## config.mk

```make
export PLATFORM = sky130hd
export DESIGN_NAME = tmr_mem_scrub_ctrl
export DESIGN_NICKNAME = d
export VERILOG_FILES = /design/src/rtl/tmr_mem_scrub_ctrl.sv
export SDC_FILE = /design/constraint.sdc
export NUM_CORES = 1
export LEC_CHECK = 0
export CELL_PAD_IN_SITES_DETAIL_PLACEMENT = 1
export CELL_PAD_IN_SITES_GLOBAL_PLACEMENT = 1
export CORE_MARGIN = 2
export CORE_UTILIZATION = 37
export CTS_CLUSTER_DIAMETER = 30
export DETAILED_ROUTE_END_ITERATION = 8
export PLACE_DENSITY_LB_ADDON = 0.1
export SLEW_MARGIN = 20
export SYNTH_ARGS = -nofsm -noshare
export SYNTH_HDL_FRONTEND = slang
export SYNTH_SLANG_ARGS = --single-unit
```

## constraint.sdc

```tcl
create_clock -name clk -period 4.9 [get_ports clk]
set_input_delay 0.49 -clock clk [delete_from_list [all_inputs] [get_ports clk]]
set_output_delay 0.49 -clock clk [all_outputs]
set_load 0.01 [all_outputs]
```

## src/rtl/tmr_mem_scrub_ctrl.sv

```systemverilog
// Shares one TMR memory port between a host and a background scrubber doing atomic voted-read/writeback pairs.
// Host wins by default; a pending scrub overrides it after MAX_WAIT blocked grants, costing the host at most 3 cycles.
module tmr_mem_scrub_ctrl #(
    parameter int AW           = 8,
    parameter int DW           = 8,
    parameter int SCRUB_PERIOD = 64,
    parameter int MAX_WAIT     = 16
) (
    input  logic          clk,
    input  logic          rst_n,
    input  logic          scrub_en,
    input  logic          host_req,
    input  logic          host_we,
    input  logic [AW-1:0] host_addr,
    input  logic [DW-1:0] host_wdata,
    output logic          host_gnt,
    output logic          host_rvalid,
    output logic [DW-1:0] host_rdata,
    output logic          mem_we,
    output logic          mem_re,
    output logic [AW-1:0] mem_addr,
    output logic [DW-1:0] mem_wdata,
    input  logic [DW-1:0] mem_rdata,
    output logic [AW-1:0] scrub_addr,
    output logic          busy,
    output logic          pass_done,
    output logic [15:0]   pass_cnt
);
    localparam int TW = (SCRUB_PERIOD > 1) ? $clog2(SCRUB_PERIOD) : 1;
    localparam int SW = $clog2(MAX_WAIT + 1);
    localparam logic [TW-1:0] TIMER_LAST = TW'(SCRUB_PERIOD - 1);
    localparam logic [SW-1:0] STARVE_MAX = SW'(MAX_WAIT);

    typedef enum logic [1:0] {IDLE, S_RD, S_WB} state_t;

    state_t        state_q, state_d;
    logic [TW-1:0] timer_q, timer_d;
    logic          pending_q, pending_d;
    logic [SW-1:0] starve_q, starve_d;
    logic [AW-1:0] scrub_addr_q, scrub_addr_d;
    logic [DW-1:0] data_q, data_d;
    logic [15:0]   pass_cnt_q, pass_cnt_d;
    logic          rvalid_q, rvalid_d;
    logic          tick;
    logic          scrub_win;

    always_ff @(posedge clk or negedge rst_n) begin
        if (!rst_n) begin
            state_q      <= IDLE;
            timer_q      <= '0;
            pending_q    <= 1'b0;
            starve_q     <= '0;
            scrub_addr_q <= '0;
            data_q       <= '0;
            pass_cnt_q   <= '0;
            rvalid_q     <= 1'b0;
        end else begin
            state_q      <= state_d;
            timer_q      <= timer_d;
            pending_q    <= pending_d;
            starve_q     <= starve_d;
            scrub_addr_q <= scrub_addr_d;
            data_q       <= data_d;
            pass_cnt_q   <= pass_cnt_d;
            rvalid_q     <= rvalid_d;
        end
    end

    always_comb begin
        state_d      = state_q;
        timer_d      = timer_q;
        pending_d    = pending_q;
        starve_d     = starve_q;
        scrub_addr_d = scrub_addr_q;
        data_d       = data_q;
        pass_cnt_d   = pass_cnt_q;
        rvalid_d     = 1'b0;
        host_gnt     = 1'b0;
        mem_we       = 1'b0;
        mem_re       = 1'b0;
        mem_addr     = '0;
        mem_wdata    = '0;
        pass_done    = 1'b0;

        tick      = scrub_en && (timer_q == TIMER_LAST);
        scrub_win = pending_q && (!host_req || (starve_q >= STARVE_MAX));

        if (!scrub_en || tick) timer_d = '0;
        else                   timer_d = timer_q + 1'b1;

        case (state_q)
            IDLE: begin
                // rst_n gating keeps the memory strobes quiet while reset is held
                if (rst_n && scrub_win) begin
                    mem_re    = 1'b1;
                    mem_addr  = scrub_addr_q;
                    pending_d = 1'b0;
                    starve_d  = '0;
                    state_d   = S_RD;
                end else if (rst_n && host_req) begin
                    host_gnt = 1'b1;
                    mem_addr = host_addr;
                    if (host_we) begin
                        mem_we    = 1'b1;
                        mem_wdata = host_wdata;
                    end else begin
                        mem_re   = 1'b1;
                        rvalid_d = 1'b1;
                    end
                    if (pending_q && (starve_q != STARVE_MAX)) starve_d = starve_q + 1'b1;
                end
            end
            S_RD: begin
                data_d  = mem_rdata;
                state_d = S_WB;
            end
            S_WB: begin
                mem_we       = 1'b1;
                mem_addr     = scrub_addr_q;
                mem_wdata    = data_q;
                scrub_addr_d = scrub_addr_q + 1'b1;
                if (scrub_addr_q == '1) begin
                    pass_done  = 1'b1;
                    pass_cnt_d = pass_cnt_q + 16'd1;
                end
                state_d = IDLE;
            end
            default: state_d = IDLE;
        endcase

        // A tick landing on the cycle the scrub wins re-arms pending rather than being lost.
        if (tick) pending_d = 1'b1;
        if (!scrub_en) begin
            pending_d = 1'b0;
            starve_d  = '0;
        end
    end

    assign host_rvalid = rvalid_q;
    assign host_rdata  = mem_rdata;
    assign scrub_addr  = scrub_addr_q;
    assign busy        = (state_q != IDLE);
    assign pass_cnt    = pass_cnt_q;

endmodule

```

# Word level (Yosys, flattened, before mapping)
# Cells that the tools add are included.
# Widths: inputs -> output; s select.
# classes
n_reduce_logical,14
n_eq_ne,11
magnitude_cmp,1
mux,34
add_sub_neg,4
# op_table
cell,count
$mux 8,5
$pmux 8 s2,2
$mux 5,5
$mux 1,18
$add 16x1->16 const B,1
$ne 3x1->1 const B,4
$add 8x1->8 const B,1
$eq 8x8->1 const B,1
$add 6x1->6 const B,1
$eq 6x6->1 const B,1
$mux 6,1
$add 5x1->5 const B,1
$ge 5x5->1 const B,1
$logic_and 1x1->1,5
$ne 5x5->1 const B,1
$pmux 2 s2,1
$reduce_and 2->1,2
$reduce_and 3->1,1
$eq 2x1->1 const B,1
$eq 2x2->1 const B,1
$logic_not 1->1,2
$logic_not 2->1,1
$logic_or 1x1->1,2
$mux 2,1
4 further kinds,4
# word_totals
regBits,47
output_inout_bits,54
inputBits,29
word_cells,72

# Logic depth before layout (Yosys ltp)
# logic_depth
word_depth,8
mapped_depth,5

# Worst setup path after synthesis
# Ideal clock, no wire load.
# synth_path
kind,register -> output
start,register state_q[1]
end,output mem_addr[0]
t_arrival_ns,1.561
setup_slack_ns,2.849
path_stages_with_launch,6
path_cell_list,dfrtp_1 > or2_1 > or3_1 > buf_6 > nand2_1 > a22o_1
# synth_via
elab_chain_len,2
word_cells_on_any_way,3
# synth_lines
element,line_no,text
from (decl),36,"state_t state_q, state_d;"
from (signal assigned),58,state_q <= state_d;
$eq 2x2->1 or $logic_not 2->1 (tied branches),91,case (state_q)
$pmux 8 s2 *,91,
to (decl),21,"output logic [AW-1:0] mem_addr,"
# Every way passes the cells marked *; elsewhere a longest branch is shown, timed or not.

# Worst setup path in the final report
# layout_path
start,input host_req
end,output mem_wdata[0]
# layout_via
elab_chain_len,6
word_cells_on_any_way,8
# layout_lines
element,line_no,text
from (decl),12,"input logic host_req,"
$logic_not 1->1,86,scrub_win = pending_q && (!host_req || (starve_q >= STARVE_MAX));
$logic_or 1x1->1,86,
$logic_and 1x1->1,86,
$logic_and 1x1->1,94,if (rst_n && scrub_win) begin
$mux 8 *,94,
$pmux 8 s2 *,91,
to (decl),22,"output logic [DW-1:0] mem_wdata,"
# Marks and branches as above.

==> out/metrics.yaml <==
run_status:
  outcome: "complete, no violations"
clocking:
  cts_buffers: 5
  tritoncts: "done"
  path_clk_slew_ns: 0.08
  clk_latency_ns: 0.30
  htree_levels: 2
  cts_sinks: 47
  clk_path_buf_depth: 2
  cts_resized: 0
  post_cts.repair.setup_buffers: 0
  cts_hold_buf: 0
  root_buffer: "clkbuf_8"
timing:
  slew_viol_final: 0
  fmax_ghz: 0.311
  max_slew_margin_pct: 46.6
  finalSetupViolCount: 0
  tns_ns: 0
  tightest_slew_ns: 0.800
  fin_crit_sh_pct: 65.6
  whs_ns: 0.0591
  fin_skew_ns: 0.00713
  min_period_ns: 3.22
  hold_viol_final: 0
  rsz0062_at_grt: "false"
critical_path:
  reg2reg_depth: 5
  crit_fanout: 10
  worstPathArrival_ns: 2.73
  reg2reg_to: "pass_cnt[10]"
  slowest_stage: "clkdlybuf4s50_1"
  path_cells: "clkdlybuf4s50_1 > nand4bb_4 > a21oi_2 > and3b_1 > a22o_1 > clkdlybuf4s50_1"
  endpoint_kind: "primary output"
  critPathRequiredTime_ns: 4.41
  start_kind: "input pin"
  path_class: "input pin to primary output"
  cp_slowest_stage_delay_ns: 0.53
  reg2reg_setup_slack_ns: 2.97
  r2r-start: "scrub_addr[0]"
  cpMostUsedCell: "clkdlybuf4s50_1"
synthesis:
  synth_fp_nets: 245
  yosysWarnings: 0
  syn_area_per_cell_sq_um: 11.3
  synthTopCellsByArea: "dfrtp_1 (49%), xnor2_1 (7.4%), a22o_1 (6.6%)"
  ys_seq_elements: 47
  syn_area_sq_mm: 0.00238
  synth.distinct_cells: 40
  synth-seq-area-share_pct: 49.4
  yosysTopAreaCell: "dfrtp_1"
  netlist.area_leader.share_pct: 49.4
  synth_cells: 211
place:
  place.gp.congestion: 0.744
  io_buffers: 82
  dp_hpwl_um: 4330
routing:
  wl_per_cell_um: 15.8
  antenna_left: 0
  drtPass1Iterations: 4
  first_iter_violations: 69
  routed_wl_um: 5770
  dr_total_vias: 1869
  via_per_inst: 5.11
  drc: 0
power:
  p_clk_share_pct: 32.6
  peakVddDrop_mv: 0.0947
  p_sw_share_pct: 23.5
  power_leakage_nw: 1.45
  power.switching_w: 0.000166
  power_frac_comb_pct: 10.9
  seq_power_share_pct: 56.5
  p_int_w: 0.000541
  pwr_density_cell_mw_per_mm2: 215
grt:
  grt_pass1_wl_um: 9960
  grt_usage_pct: 17.3
  grt_overflow: 0
  grt_max_degree: 42
  grt_pass1_vias: 2018
  antenna_found_initial: 0
final_layout:
  post-route-util_pct: 52.5
  seq_area_sq_mm: 0.00118
  antennaDiodeCount: 0
  final_nets: 322
  layout-area-overhead-vs-synth_pct: 38.5
  drive_gt1_share_pct: 10.0
  multiInputGateArea_sq_mm: 0.00110
  fillers: 681
floorplan:
  start_util_pct: 37.9
  core_area_sq_mm: 0.00628
  die_h_um: 84.2
  row_count: 29
  die_area_sq_mm: 0.00709
  io_pins: 83
  dieWidth_um: 84.2
worst_hold_path:
  hp-class: "input pin to asynchronous set/reset pin"
job:
  drv_cap: 0
metal layers:
| layer | vias up | share of wire [%] | track usage [%] | routed length (um) |
|---|---|---|---|---|
| met5 | - | 0 | 0 | 0 |
| met4 | 0 | 0.99 | 4.40 | 57 |
| met3 | 6 | 4.5 | 4.33 | 259 |
| met2 | 45 | 49 | 28.8 | 2850 |
| met1 | 925 | 45 | 22.8 | 2610 |
| li1 | 893 | - | - | - |
cells in the mapped netlist:
master,number
a211oi_1,1
a21boi_0,2
a21o_1,1
a21oi_2,1
a22o_1,18
a311o_1,1
and2_1,3
and2b_1,1
and3_1,4
and3_4,1
and3b_1,1
and4_1,3
buf_2,1
buf_4,8
buf_6,1
clkbuf_1,3
dfrtp_1,47
ha_1,5
inv_1,5
mux2_2,9
nand2_1,19
nand2b_1,1
nand3_1,14
nand4_1,6
nand4b_2,1
nand4bb_4,1
nor2_1,8
nor2b_1,2
nor3_1,2
nor3_2,1
nor4_2,1
nor4_4,1
o211ai_1,1
o21ai_0,3
or2_1,1
or2_2,2
or3_1,3
or3b_2,2
xnor2_1,20
xor2_1,6
logic make-up (layout without fill, tap and decap cells):
logic type	Yosys count	after routing	share of synthesized area, %
AO/OA/AOI/OAI	28	28	9.62
multiplexers	9	9	4.26
AND/OR/NAND/NOR	78	78	20.0
buffers and inverters	18	96	4.47
XOR/XNOR	26	26	9.57
flip-flops	47	47	49.4
adder cells (fa/ha/maj)	5	5	2.63
power groups by stage:
stage | registers, W | logic [W] | clock network, W
2_1_floorplan | 0.000406 | 0.0000267 | 0
4_1_cts | 0.000400 | 0.0000791 | 0.000244
6_report | 0.000399 | 0.0000774 | 0.000230
3_5_place_dp | 0.000407 | 0.0000790 | 0
3_3_place_gp | 0.000407 | 0.0000779 | 0
5_1_grt | 0.000401 | 0.0000848 | 0.000257
flip-flops by register name, summed over array words and instances, names as in the netlist:
register and count:
pass_cnt 16, data_q 8, scrub_addr 8, timer_q 6, starve_q 5, state_q 2, host_rvalid 1, pending_q 1
cell usage in the layout (no fill, tap or decap), types with 3 or more instances in the layout:
master and count:
clkbuf_8 5, nand3_1 14, and3_1 4, or3_1 3
mux2_2 9, ha_1 5, clkdlybuf4s50_1 81, a22o_1 18
and4_1 3, nor2_1 8, o21ai_0 3, dfrtp_1 47
inv_1 5, and2_1 3, nand4_1 6, xor2_1 6
nand2_1 19, xnor2_1 20
worst max-delay path by stage:
stage                    start           end  depth (start not counted)  slack [ns]
finish                host_req  mem_wdata[0]                          6        1.68
global route          host_req  mem_wdata[0]                          6        1.52
CTS                   host_req  mem_wdata[0]                          6        1.63
detailed placement    host_req  mem_wdata[3]                          6        1.65
global placement      host_req  mem_wdata[1]                          6        1.71
floorplan           state_q[1]   mem_addr[0]                          5        2.85
cell type report:
cell class	count	share of cell area [%]
well taps	77	2.92
flip-flops and latches	47	35.7
clock inverters	2	0.380
clock buffers	6	2.20
multi-input cells	146	33.3
repair buffers	83	25.0
inverters	5	0.569
worst max-delay path, delay by kind of cell:
kind,cells,cell delay (ns)
buffers and inverters,2,1.05
AND/OR/NAND/NOR,2,0.58
AO/OA/AOI/OAI,2,0.60
stage by stage:
step / power [W] / cells / worst slack, ns / instance area, sq um
after floorplan: 0.000433 / 211 / 2.85 / 2380
after global placement: 0.000485 / 358 / 1.71 / 3210
after detailed placement: 0.000486 / 358 / 1.65 / 3210
after CTS: 0.000723 / 366 / 1.63 / 3300
after global routing: 0.000742 / 366 / 1.52 / 3300
final: 0.000707 / 366 / 1.68 / 3300
Power figures use the tool's default switching activity.
